[src/rtl/i2s_video_pkg.sv]
// Shared types for the serial pixel link receiver: pixel word layout,
// receiver states and the RGB444 to RGB888 expansion.
package i2s_video_pkg;

    localparam int DEF_PIX_BITS = 12;

    typedef struct packed {
        logic [3:0] r;
        logic [3:0] g;
        logic [3:0] b;
    } rgb444_t;

    typedef enum logic {
        ALIGN   = 1'b0,
        RECEIVE = 1'b1
    } rx_state_t;

    // Nibble replication maps 0x0 to 0x00 and 0xF to 0xFF exactly.
    function automatic logic [23:0] expand444(input rgb444_t p);
        return {p.r, p.r, p.g, p.g, p.b, p.b};
    endfunction

endpackage

[src/rtl/sync_edge_det.sv]
// Multi-flop synchroniser for a bundle of asynchronous link lines, with a
// rising-edge pulse on the one line that carries the bit clock.
module sync_edge_det #(
    parameter int STAGES = 2,
    parameter int W      = 1
) (
    input  logic         clk,
    input  logic         rst_n,
    input  logic         edge_in,
    input  logic [W-1:0] pass_in,
    output logic [W-1:0] pass_out,
    output logic         rise
);

    logic [STAGES-1:0][W:0] chain;
    logic                   edge_d;

    // Every line sees the same number of flops so data stays aligned to the edge.
    always_ff @(posedge clk or negedge rst_n) begin
        if (!rst_n) begin
            chain  <= '0;
            edge_d <= 1'b0;
        end else begin
            chain[0] <= {pass_in, edge_in};
            for (int i = 1; i < STAGES; i++) begin
                chain[i] <= chain[i-1];
            end
            edge_d <= chain[STAGES-1][0];
        end
    end

    assign pass_out = chain[STAGES-1][W:1];
    assign rise     = chain[STAGES-1][0] & ~edge_d;

endmodule

[src/rtl/i2s_video_rx.sv]
// Serial pixel link receiver: oversamples bclk/ws/data, aligns words on ws
// transitions, hands RGB888 pixels to a valid/ready consumer, reports frames.
module i2s_video_rx
    import i2s_video_pkg::*;
#(
    parameter int SYNC_STAGES  = 2,
    parameter int PIX_BITS     = DEF_PIX_BITS,
    parameter int IDLE_TIMEOUT = 64,
    parameter int CNT_W        = 17
) (
    input  logic             clk,
    input  logic             reset_n,
    input  logic             i2s_bclk,
    input  logic             i2s_ws,
    input  logic             i2s_data,
    output logic [23:0]      pixel_data,
    output logic             pixel_valid,
    input  logic             pixel_ready,
    output logic             frame_done,
    output logic [CNT_W-1:0] frame_pixels,
    output logic             overflow,
    output logic [CNT_W-1:0] dropped_bits
);

    localparam int BCW = $clog2(PIX_BITS + 1);
    localparam int IDW = $clog2(IDLE_TIMEOUT + 1);
    localparam logic [CNT_W-1:0] CNT_MAX = '1;

    logic ws_s, data_s, rise;

    sync_edge_det #(.STAGES(SYNC_STAGES), .W(2)) u_sync (
        .clk      (clk),
        .rst_n    (reset_n),
        .edge_in  (i2s_bclk),
        .pass_in  ({i2s_data, i2s_ws}),
        .pass_out ({data_s, ws_s}),
        .rise     (rise)
    );

    rx_state_t           state, state_n;
    logic [PIX_BITS-1:0] shreg, shreg_n, word;
    logic [BCW-1:0]      bit_cnt, bit_cnt_n;
    logic                ws_last, ws_last_n;
    logic [IDW-1:0]      idle_cnt, idle_cnt_n;
    logic [CNT_W-1:0]    frame_cnt, frame_cnt_n, frame_pixels_n, dropped_n, drop_inc;
    logic [CNT_W:0]      drop_sum;
    logic [23:0]         pixel_data_n;
    logic                pixel_valid_n, frame_done_n, overflow_n;
    logic                ws_edge, accept, word_done, timeout;

    always_comb begin
        state_n        = state;
        shreg_n        = shreg;
        bit_cnt_n      = bit_cnt;
        ws_last_n      = ws_last;
        idle_cnt_n     = idle_cnt;
        frame_cnt_n    = frame_cnt;
        frame_pixels_n = frame_pixels;
        pixel_data_n   = pixel_data;
        pixel_valid_n  = pixel_valid;
        overflow_n     = overflow;
        frame_done_n   = 1'b0;
        drop_inc       = '0;
        word_done      = 1'b0;

        ws_edge = rise && (ws_s != ws_last);
        accept  = pixel_valid && pixel_ready;
        timeout = !rise && (idle_cnt == IDW'(IDLE_TIMEOUT - 1));
        word    = {shreg[PIX_BITS-2:0], data_s};

        if (rise) begin
            ws_last_n  = ws_s;
            idle_cnt_n = '0;
        end else if (idle_cnt != IDW'(IDLE_TIMEOUT)) begin
            idle_cnt_n = idle_cnt + 1'b1;
        end

        // The shift register holds only the bits received so far, LSB-aligned.
        case (state)
            ALIGN: begin
                if (ws_edge) begin
                    shreg_n   = PIX_BITS'(data_s);
                    bit_cnt_n = BCW'(1);
                    state_n   = RECEIVE;
                end else if (rise) begin
                    drop_inc = CNT_W'(1);
                end
            end
            RECEIVE: begin
                if (ws_edge && bit_cnt != '0) begin
                    drop_inc  = CNT_W'(bit_cnt);
                    shreg_n   = PIX_BITS'(data_s);
                    bit_cnt_n = BCW'(1);
                end else if (rise) begin
                    shreg_n = word;
                    if (bit_cnt == BCW'(PIX_BITS - 1)) begin
                        word_done = 1'b1;
                        bit_cnt_n = '0;
                    end else begin
                        bit_cnt_n = bit_cnt + 1'b1;
                    end
                end
            end
            default: state_n = ALIGN;
        endcase

        drop_sum  = {1'b0, dropped_bits} + {1'b0, drop_inc};
        dropped_n = drop_sum[CNT_W] ? CNT_MAX : drop_sum[CNT_W-1:0];

        if (accept) begin
            pixel_valid_n = 1'b0;
        end
        if (word_done) begin
            if (!pixel_valid || accept) begin
                pixel_data_n  = expand444(rgb444_t'(word));
                pixel_valid_n = 1'b1;
                if (frame_cnt != CNT_MAX) begin
                    frame_cnt_n = frame_cnt + 1'b1;
                end
            end else begin
                overflow_n = 1'b1;
            end
        end

        // A silent bit clock marks vertical sync; the holder is deliberately kept.
        if (timeout) begin
            state_n = ALIGN;
            if (frame_cnt != '0) begin
                frame_done_n   = 1'b1;
                frame_pixels_n = frame_cnt;
                frame_cnt_n    = '0;
                dropped_n      = '0;
                bit_cnt_n      = '0;
            end
        end
    end

    always_ff @(posedge clk or negedge reset_n) begin
        if (!reset_n) begin
            state        <= ALIGN;
            shreg        <= '0;
            bit_cnt      <= '0;
            ws_last      <= 1'b0;
            idle_cnt     <= '0;
            frame_cnt    <= '0;
            frame_pixels <= '0;
            dropped_bits <= '0;
            pixel_data   <= '0;
            pixel_valid  <= 1'b0;
            overflow     <= 1'b0;
            frame_done   <= 1'b0;
        end else begin
            state        <= state_n;
            shreg        <= shreg_n;
            bit_cnt      <= bit_cnt_n;
            ws_last      <= ws_last_n;
            idle_cnt     <= idle_cnt_n;
            frame_cnt    <= frame_cnt_n;
            frame_pixels <= frame_pixels_n;
            dropped_bits <= dropped_n;
            pixel_data   <= pixel_data_n;
            pixel_valid  <= pixel_valid_n;
            overflow     <= overflow_n;
            frame_done   <= frame_done_n;
        end
    end

endmodule

[config.mk]
export PLATFORM = sky130hd
export DESIGN_NAME = i2s_video_rx
export DESIGN_NICKNAME = d
export VERILOG_FILES = /design/src/rtl/i2s_video_pkg.sv /design/src/rtl/sync_edge_det.sv /design/src/rtl/i2s_video_rx.sv
export SDC_FILE = /design/constraint.sdc
export NUM_CORES = 1
export LEC_CHECK = 0
export CAP_MARGIN = 20
export CORE_ASPECT_RATIO = 0.7
export CORE_MARGIN = 3
export CORE_UTILIZATION = 31
export DETAILED_ROUTE_END_ITERATION = 16
export DONT_BUFFER_PORTS = 1
export HOLD_SLACK_MARGIN = 0.06
export PLACE_DENSITY = 0.45
export SKIP_LAST_GASP = 1
export SYNTH_ARGS = -nofsm -noshare
export SYNTH_HDL_FRONTEND = slang
export SYNTH_SLANG_ARGS = --single-unit
[constraint.sdc]
create_clock -name clk -period 2.5 [get_ports clk]
set_input_delay 0.375 -clock clk [delete_from_list [all_inputs] [get_ports clk]]
set_output_delay 0.375 -clock clk [all_outputs]
set_load 0.005 [all_outputs]
==> results.txt, run 1 <==
----------------------------------------------------
[CTS]
  Hold-fix buffers, CTS ... 3
  Clock tree from TritonCTS ... built
  Number of buffers inserted during clock tree synthesis ... 9
  Number of sinks driven by the clock tree ... 97
  Clk pin slew, worst setup/hold paths ... 70 ps
  Max H-tree Level ... 3
  Worst-skew pair later-pin latency ... 350 ps
  CTS root buf ... sky130_fd_sc_hd__clkbuf_16
  Max Root-Sink Buffers ... 2

[Detailed routing]
  Per-cell routed wire length ... 17.07 um
  Final Routed Wirelength ... 11610 um
  Remaining routing DRC violations ... 0
  Detailed router's first-iteration violation count ... 250
  Detailed-route via count ... 3607
  Number of routed nets with antenna violations ... 0
  Detailed-router iteration count before antenna repair ... 5
  Via density ... 5.304

[Floorplan]
  Initial cell density of the core ... 32.10%
  Vert. Die Dim ... 109.8 um
  I/O pin count ... 67
  Width of the die ... 154.3 um
  Row count ... 37
  Overall die area ... 0.01694 mm^2
  Std-Cell Core Area ... 0.01486 mm^2

[Cells and area]
  Final net count ... 497
  Final non-filler cell area ... 0.005540 mm^2
  Fraction of final layout cells sized beyond drive strength 1 ... 18.35%
  N_diodes ... 0
  Non-filler cells, final ... 680
  Synth-to-layout area growth ... 16.13%

[Timing]
  Crit path time final ... 2610 ps
  Peak Freq ... 0.3832 GHz
  Total count of hold-check failures in the final report ... 97
  Ratio of final minimum period to clock period ... 104.4%
  Layout Skew ... 8.972 ps
  Setup-failing EPs final ... 11
  Setup repair after global routing missed its margin ... true
  Worst setup slack after layout ... -109.5 ps
  Worst-margin pin slew ... 791.1 ps
  Slew Limit Fails ... 0
  Worst hold slack ... -281.8 ps
  Worst relative slew slack ... 46.77%

[Synth]
  Mapped Area ... 0.004771 mm^2
  Number of library cell types mapped by synthesis ... 57
  Combinational family with the most area after synthesis ... simple AND/OR/NAND/NOR gates
  Async set-or-reset flop fraction in the synthesized netlist ... 100.0%
  Syn Inst Count ... 469
  Biggest area consumer among synthesized cells ... sky130_fd_sc_hd__dfrtp_1
  Total nets after synthesis ... 486
  Adder and majority gate portion of the synthesized area ... 3.042%
  Dominant cell by count in the synthesized netlist ... sky130_fd_sc_hd__dfrtp_1
  Mean post-synth cell area ... 10.17 um^2
  Leading post-synthesis cells by instance count ... 97 x sky130_fd_sc_hd__dfrtp_1, 53 x sky130_fd_sc_hd__nand2_1, 27 x sky130_fd_sc_hd__o21ai_0
  Multiplexer share of the synthesized area ... 6.452%
  Simple-gate area share of the yosys netlist ... 16.44%
  Part of the Yosys area used for sequential elements ... 50.88%
  Primary flip-flop cell chosen by synthesis mapping ... sky130_fd_sc_hd__dfrtp_1
  Number of enable-type register cells in the synthesized netlist ... 0
  Post-synth top area share ... 50.88%
  Number of register bits inferred by synthesis ... 97
  Synth area leaders ... sky130_fd_sc_hd__dfrtp_1 51%, sky130_fd_sc_hd__nand2_1 4.2%, sky130_fd_sc_hd__mux2i_1 3.1%
  Xor and xnor area share after synthesis ... 1.836%
  Warnings from Yosys ... 0
  Compound-gate portion of the synthesized area ... 15.87%

[Worst setup path]
  Register-to-register path setup slack ... -110 ps
  Setup crit start kind ... flop
  Class of the most critical setup path ... reg -> reg
  Cell with the largest stage delay on the worst path ... sky130_fd_sc_hd__dfrtp_1
  Cell chain of the critical path ... inv_2, ha_4, nor3b_4, nor2_2, nand2_2, nor3_1, ha_2, a21oi_1, o22ai_2, buf_4, a31oi_1, a311oi_1
  Required time of the critical path ... 2750 ps
  Maximum cell stage delay along the critical path ... 360 ps
  Endpoint type of the worst setup path ... flop
  Crit path buffers/inverters ... 2
  Largest fanout on the critical path ... 4
  CP Data Arrival Time ... 2850 ps
  Top cell family by delay on the critical path ... compound AO/OA/AOI/OAI gates

[Global routing]
  Pin count of the biggest net entering global routing ... 98
  First-pass GRT wire length ... 18840 um
  Antenna violations before repair ... 0
  GRT Overall Usage ... 14.12%
  GRT overflow ... 0
  Number of global-route vias before repair ... 3489

[Flow run]
  Number of max-cap violations ... 0

[Place]
  Weighted congestion at the end of routability-driven global placement ... 0.8414
  Post-detailed-placement half-perimeter wirelength ... 7702 um
  Placed standard-cell area ... 0.005067 mm^2
  Port Buffer Count ... 0
  Instance count after placement with tap cells included ... 654

[Pwr]
  Lkg Pwr ... 2.477 nW
  Largest voltage drop on the vdd net ... 328.2 uV
  Power density normalized to cell area ... 898.8 mW/mm^2

[Outcome]
  Failing checks ... hold timing, setup timing
  Result of the run ... complete, but fails checks

[Worst hold path]
  Min-delay worst type ... in -> async

----------------------------------------------------
==> layout make-up <==
class | count | area [um^2]
clock buffer | 9 | 225.2
clock inverter | 7 | 61.31
fill | 1461 | 9320
inverter | 16 | 60.06
multi-input combinational | 317 | 2202
sequential | 97 | 2427
tap | 195 | 244.0
timing repair buffer | 39 | 320.3
==> metrics by stage <==
stage,util [%],hold WS (ps),TNS (ps),setup WS (ps),total power [mW]
3_3_place_gp,34.10,83.17,-102.4,-64.93,3.490
2_1_floorplan,-,79.41,-95.75,-52.67,3.100
3_5_place_dp,34.10,82.85,-586.0,-104.4,3.508
6_report,37.28,-281.8,-666.3,-109.5,4.980
5_1_grt,37.28,-310.8,-3333,-283.9,5.353
4_1_cts,36.63,-306.2,-242.4,-73.94,4.931
==> timing repair <==
action	in CTS	in global routing
pin swaps	9	10
gates cloned	0	0
buffers inserted	2	5
gates resized for setup	13	12
endpoints found under the setup margin	13	18
endpoints found under the hold margin	100	97
==> state kept, by name (all words and copies together), names as in the netlist <==
signal	flops
dropped_bits	17
frame_cnt	17
frame_pixels	17
pixel_data	12
shreg	11
idle_cnt	7
bit_cnt	4
u_sync.chain	4
u_sync.pass_out	2
frame_done	1
overflow	1
pixel_valid	1
state	1
u_sync.edge_d	1
ws_last	1
==> final timing paths <==
kind	startpoint	to	cells past startpoint
setup / recovery	bit_cnt[1]	dropped_bits[13]	12
setup reg to reg	bit_cnt[1]	dropped_bits[13]	12
hold reg to reg	u_sync.chain[0]	u_sync.chain[3]	0
max in group asynchronous	reset_n	frame_cnt[10]	0
hold / removal	reset_n	bit_cnt[2]	0
min in group clk	u_sync.chain[0]	u_sync.chain[3]	0
==> metal layers <==
layer  part of all wire, %  up-vias  global-route usage [%]
li1                      -     1707                       -
met1                    50     1777                   20.61
met2                    41      109                   19.49
met3                   7.5       14                   4.957
met4                   1.4        0                   4.222
met5                     0        -                       0
==> where the power goes <==
part           switching [mW]  leakage (nW)  total (mW)  internal, mW
sequential              0.295          1.23        2.08          1.78
clock                   0.658         0.135        1.35         0.693
combinational           0.890          1.11        1.55         0.661
==> cells in the final DEF, fill, tap and decap left out, types with 6 or more instances in the layout <==
cell / instances
sky130_fd_sc_hd__dfrtp_1: 97
sky130_fd_sc_hd__mux2_2: 9
sky130_fd_sc_hd__o21bai_1: 13
sky130_fd_sc_hd__or3_1: 6
sky130_fd_sc_hd__and3_1: 6
sky130_fd_sc_hd__nand4_1: 8
sky130_fd_sc_hd__xnor2_1: 6
sky130_fd_sc_hd__a211oi_1: 7
sky130_fd_sc_hd__a21oi_1: 19
sky130_fd_sc_hd__o21ai_0: 26
sky130_fd_sc_hd__nand3_1: 14
sky130_fd_sc_hd__nor2_1: 18
sky130_fd_sc_hd__nor4_1: 9
sky130_fd_sc_hd__a31oi_1: 9
sky130_fd_sc_hd__inv_1: 13
sky130_fd_sc_hd__mux2i_1: 15
sky130_fd_sc_hd__nand2_1: 52
sky130_fd_sc_hd__clkbuf_16: 9
sky130_fd_sc_hd__a22o_1: 12
sky130_fd_sc_hd__buf_4: 33
==> kinds of logic (layout without fill, tap and decap cells) <==
group,Yosys count,count (layout)
adders and majority gates,11,11
buffers and inverters,55,71
xor gates and xnor gates,10,10
AOI/OAI and AO/OA,115,115
DFF,97,97
and+or+nand+nor,152,152
muxes,29,29
No activity file was read; power rests on OpenSTA's default activity.
==> run 2, diff against run 1 <==
- ABC_AREA: unset -> 1
- SKIP_LAST_GASP: 1 -> unset
==> run 2 against run 1 <==
The run ends with hold timing left. Via count down 0.89%. Power fell by 22%. Flip-flop and latch count unchanged. Hold slack better by 12 ps. Clock power is 9% higher. First-iteration DRC count is 15% lower.
==> results.txt, run 2 <==
----------------------------------------------------
[Flow run]
  Number of max-cap violations ... 0 (unchanged)

[Cells and area]
  Highest-count cells in the layout ignoring fill and taps ... 142 x sky130_fd_sc_hd__nand2_1, 97 x sky130_fd_sc_hd__dfrtp_1, 73 x sky130_fd_sc_hd__nor2_1
  Final net count ... 597 (+20%)
  Final-layout fill cell count ... 1543 (+5.6%)
  Fraction of final layout cells sized beyond drive strength 1 ... 10.27% (-8.1 points)
  Largest registers ... dropped_bits (17), frame_cnt (17), frame_pixels (17)
  Synth-to-layout area growth ... 11.61%
  N_diodes ... 0 (unchanged)
  Most common cell after layout, fill and taps aside ... sky130_fd_sc_hd__nand2_1
  Final non-filler cell area ... 0.005378 mm^2 (-2.9%)

[Pwr]
  Tot Pwr ... 3.907 mW (-22%)
  Power density normalized to cell area ... 726.5 mW/mm^2 (-19%)
  Lkg Pwr ... 2.453 nW (-1.0%)
  Largest voltage drop on the vdd net ... 261.7 uV (-20%)

[Worst hold path]
  Min-delay worst type ... in -> async

[Synth]
  Post-synth top area share ... 50.38% (-0.50 points)
  Mapped Area ... 0.004818 mm^2 (+1.0%)
  Warnings from Yosys ... 0 (unchanged)
  Primary flip-flop cell chosen by synthesis mapping ... sky130_fd_sc_hd__dfrtp_1
  Part of the Yosys area used for sequential elements ... 50.38% (-0.50 points)
  Async set-or-reset flop fraction in the synthesized netlist ... 100.0% (unchanged)
  Number of library cell types mapped by synthesis ... 35 (-39%)
  Synth area leaders ... sky130_fd_sc_hd__dfrtp_1 50%, sky130_fd_sc_hd__nand2_1 11%, sky130_fd_sc_hd__nor2_1 5.7%
  Number of enable-type register cells in the synthesized netlist ... 0 (unchanged)
  Number of register bits inferred by synthesis ... 97 (unchanged)
  Mean post-synth cell area ... 8.308 um^2 (-18%)
  Syn Inst Count ... 580 (+24%)
  Dominant cell by count in the synthesized netlist ... sky130_fd_sc_hd__nand2_1
  Leading post-synthesis cells by instance count ... 143 x sky130_fd_sc_hd__nand2_1, 97 x sky130_fd_sc_hd__dfrtp_1, 73 x sky130_fd_sc_hd__nor2_1
  Total nets after synthesis ... 597 (+23%)
  Biggest area consumer among synthesized cells ... sky130_fd_sc_hd__dfrtp_1

[Worst setup path]
  Setup crit start kind ... flop
  Largest fanout on the critical path ... 12 (+8)
  Class of the most critical setup path ... reg -> reg
  CP Data Arrival Time ... 2640 ps (-210 ps)
  Endpoint type of the worst setup path ... flop
  Required time of the critical path ... 2710 ps (-40 ps)

[Timing]
  Crit path time final ... 2433 ps (-176.6 ps)
  Worst relative slew slack ... 65.91% (+19 points)
  Setup-failing EPs final ... 0 (-11)
  Worst hold slack ... -269.4 ps (+12.36 ps)
  Setup repair after global routing missed its margin ... true
  Peak Freq ... 0.4110 GHz (+7.3%)
  Total negative slack for setup checks ... 0 ps (+666.3 ps)
  Ratio of final minimum period to clock period ... 97.32% (-7.1 points)
  Total count of hold-check failures in the final report ... 97 (unchanged)
  Slew Limit Fails ... 0 (unchanged)
  Layout Skew ... 9.363 ps (+0.3912 ps)
  Worst setup slack after layout ... 67.07 ps (+176.6 ps)
  Worst-margin pin slew ... 510.9 ps (-280.3 ps)

[Detailed routing]
  Detailed-route via count ... 3575 (-0.89%)
  Number of routed nets with antenna violations ... 0 (unchanged)
  Final Routed Wirelength ... 10930 um (-5.9%)
  Per-cell routed wire length ... 14.03 um (-18%)
  Detailed router's first-iteration violation count ... 212 (-15%)
  Via density ... 4.589 (-13%)
  Detailed-router iteration count before antenna repair ... 4 (-1)
  Remaining routing DRC violations ... 0 (unchanged)

[Global routing]
  Antenna violations before repair ... 0 (unchanged)
  First-pass GRT wire length ... 17950 um (-4.7%)
  Pin count of the biggest net entering global routing ... 98 (unchanged)
  GRT Overall Usage ... 13.37% (-0.74 points)
  Number of global-route vias before repair ... 3431 (-1.7%)
  GRT overflow ... 0 (unchanged)

[Place]
  Worst setup slack before clock tree synthesis ... 18.56 ps (+123.0 ps)
  Placed standard-cell area ... 0.004961 mm^2 (-2.1%)
  Post-detailed-placement half-perimeter wirelength ... 7442 um (-3.4%)
  Port Buffer Count ... 0 (unchanged)
  Weighted congestion at the end of routability-driven global placement ... 0.8405 (-0.11%)

[CTS]
  Max Root-Sink Buffers ... 2 (unchanged)
  CTS root buf ... sky130_fd_sc_hd__clkbuf_16
  Number of sinks driven by the clock tree ... 97 (unchanged)
  Number of buffers inserted during clock tree synthesis ... 9 (unchanged)
  Max H-tree Level ... 3 (unchanged)
  Hold-fix buffers, CTS ... 3 (unchanged)
  Clk pin slew, worst setup/hold paths ... 70 ps (about the same)
  Worst-skew pair later-pin latency ... 340 ps (about the same)
  Clock tree from TritonCTS ... built

[Floorplan]
  Overall die area ... 0.01710 mm^2 (+0.95%)
  I/O pin count ... 67 (unchanged)
  Initial cell density of the core ... 32.22% (+0.12 points)
  Vert. Die Dim ... 110.3 um (+0.47%)
  Width of the die ... 155.0 um (+0.48%)
  Row count ... 37 (unchanged)
  Std-Cell Core Area ... 0.01495 mm^2 (+0.62%)

[Outcome]
  Result of the run ... complete, but fails checks
  Failing checks ... hold timing

----------------------------------------------------
-- run 2: changes by cell type in the layout (fill, tap and decap cells not counted), sizes merged, moves of 9 or more --
cell and delta:
nor4 -10, nand2 +98, mux2 -14, nand3 +15, inv +50, o21bai -10
a22o -12, o22ai +10, nor2 +65, o21ai +11, a31oi -9, mux2i -15
buf -25
-- run 2: path summary, 6_finish.rpt --
path / from / to / slack, ps / cells past startpoint
max: bit_cnt[1] / dropped_bits[12] / 70 / 12
min: reset_n / idle_cnt[1] / -270 / 0
max reg2reg: bit_cnt[1] / dropped_bits[12] / 70 / 12
min reg2reg: u_sync.chain[2] / u_sync.pass_out[1] / 360 / 0
max in group asynchronous: reset_n / frame_cnt[4] / 2590 / 0
min in group clk: u_sync.chain[2] / u_sync.pass_out[1] / 360 / 0
-- run 2: routing by layer --
layer / GRT usage [%] / share of wire (%) / vias to the layer above
met5: 0 / 0 / -
met4: 4.159 / 0.47 / 0
met3: 4.799 / 5.1 / 6
met2: 18.85 / 43 / 54
met1: 19.10 / 51 / 1684
li1: - / - / 1831
-- run 2: cell families (layout without fill, tap and decap cells) --
family          Yosys count  count (layout)  share of synthesized area, %
compound gates           83              83                         9.114
xor+xnor                  8               8                         1.454
fa+ha+maj                11              11                         3.012
buf+inv                  94              98                         8.985
flops                    97              97                         50.38
simple gates            287             287                         27.06
-- run 2: power breakdown --
part           internal [mW]  switching [mW]
Combinational          0.242           0.313
Sequential              1.73           0.154
Clock                  0.898           0.569
Total                   2.87            1.04
-- run 2: per-stage QoR --
step	hold slack, ps	instances	util (%)
global route	-298.1	779	35.96
detailed placement	84.85	758	33.18
finish	-269.4	779	35.96
global placement	85.25	758	33.18
CTS	-294.8	776	35.46
floorplan	79.41	580	-
-- run 2: worst max-delay path, stage by stage, from the launching register on --
cell	delay, ps
sky130_fd_sc_hd__dfrtp_1	390
sky130_fd_sc_hd__inv_1	100
sky130_fd_sc_hd__ha_1	180
sky130_fd_sc_hd__nand2_1	100
sky130_fd_sc_hd__nand4_1	230
sky130_fd_sc_hd__nor2_1	190
sky130_fd_sc_hd__ha_1	260
sky130_fd_sc_hd__or2_2	290
sky130_fd_sc_hd__nand3b_1	100
sky130_fd_sc_hd__nand2_2	100
sky130_fd_sc_hd__nand3_2	150
sky130_fd_sc_hd__buf_12	150
sky130_fd_sc_hd__a21oi_1	70
-- run 2: repair_timing --
item,in CTS,in global routing
gates resized for setup,0,11
setup buffers,0,3
hold endpoints to repair,100,97
endpoints found under the setup margin,0,15
-- run 2: final cells by class --
type                    instances  area (um^2)  area share (%)
clock buffers                  12        246.5           4.584
flip-flops and latches         97         2427           45.14
inverters                      69        259.0           4.816
well taps                     195        244.0           4.537
repair buffers                 14        125.1           2.327
clock inverters                 3        65.06           1.210
multi-input cells             389         2011           37.39
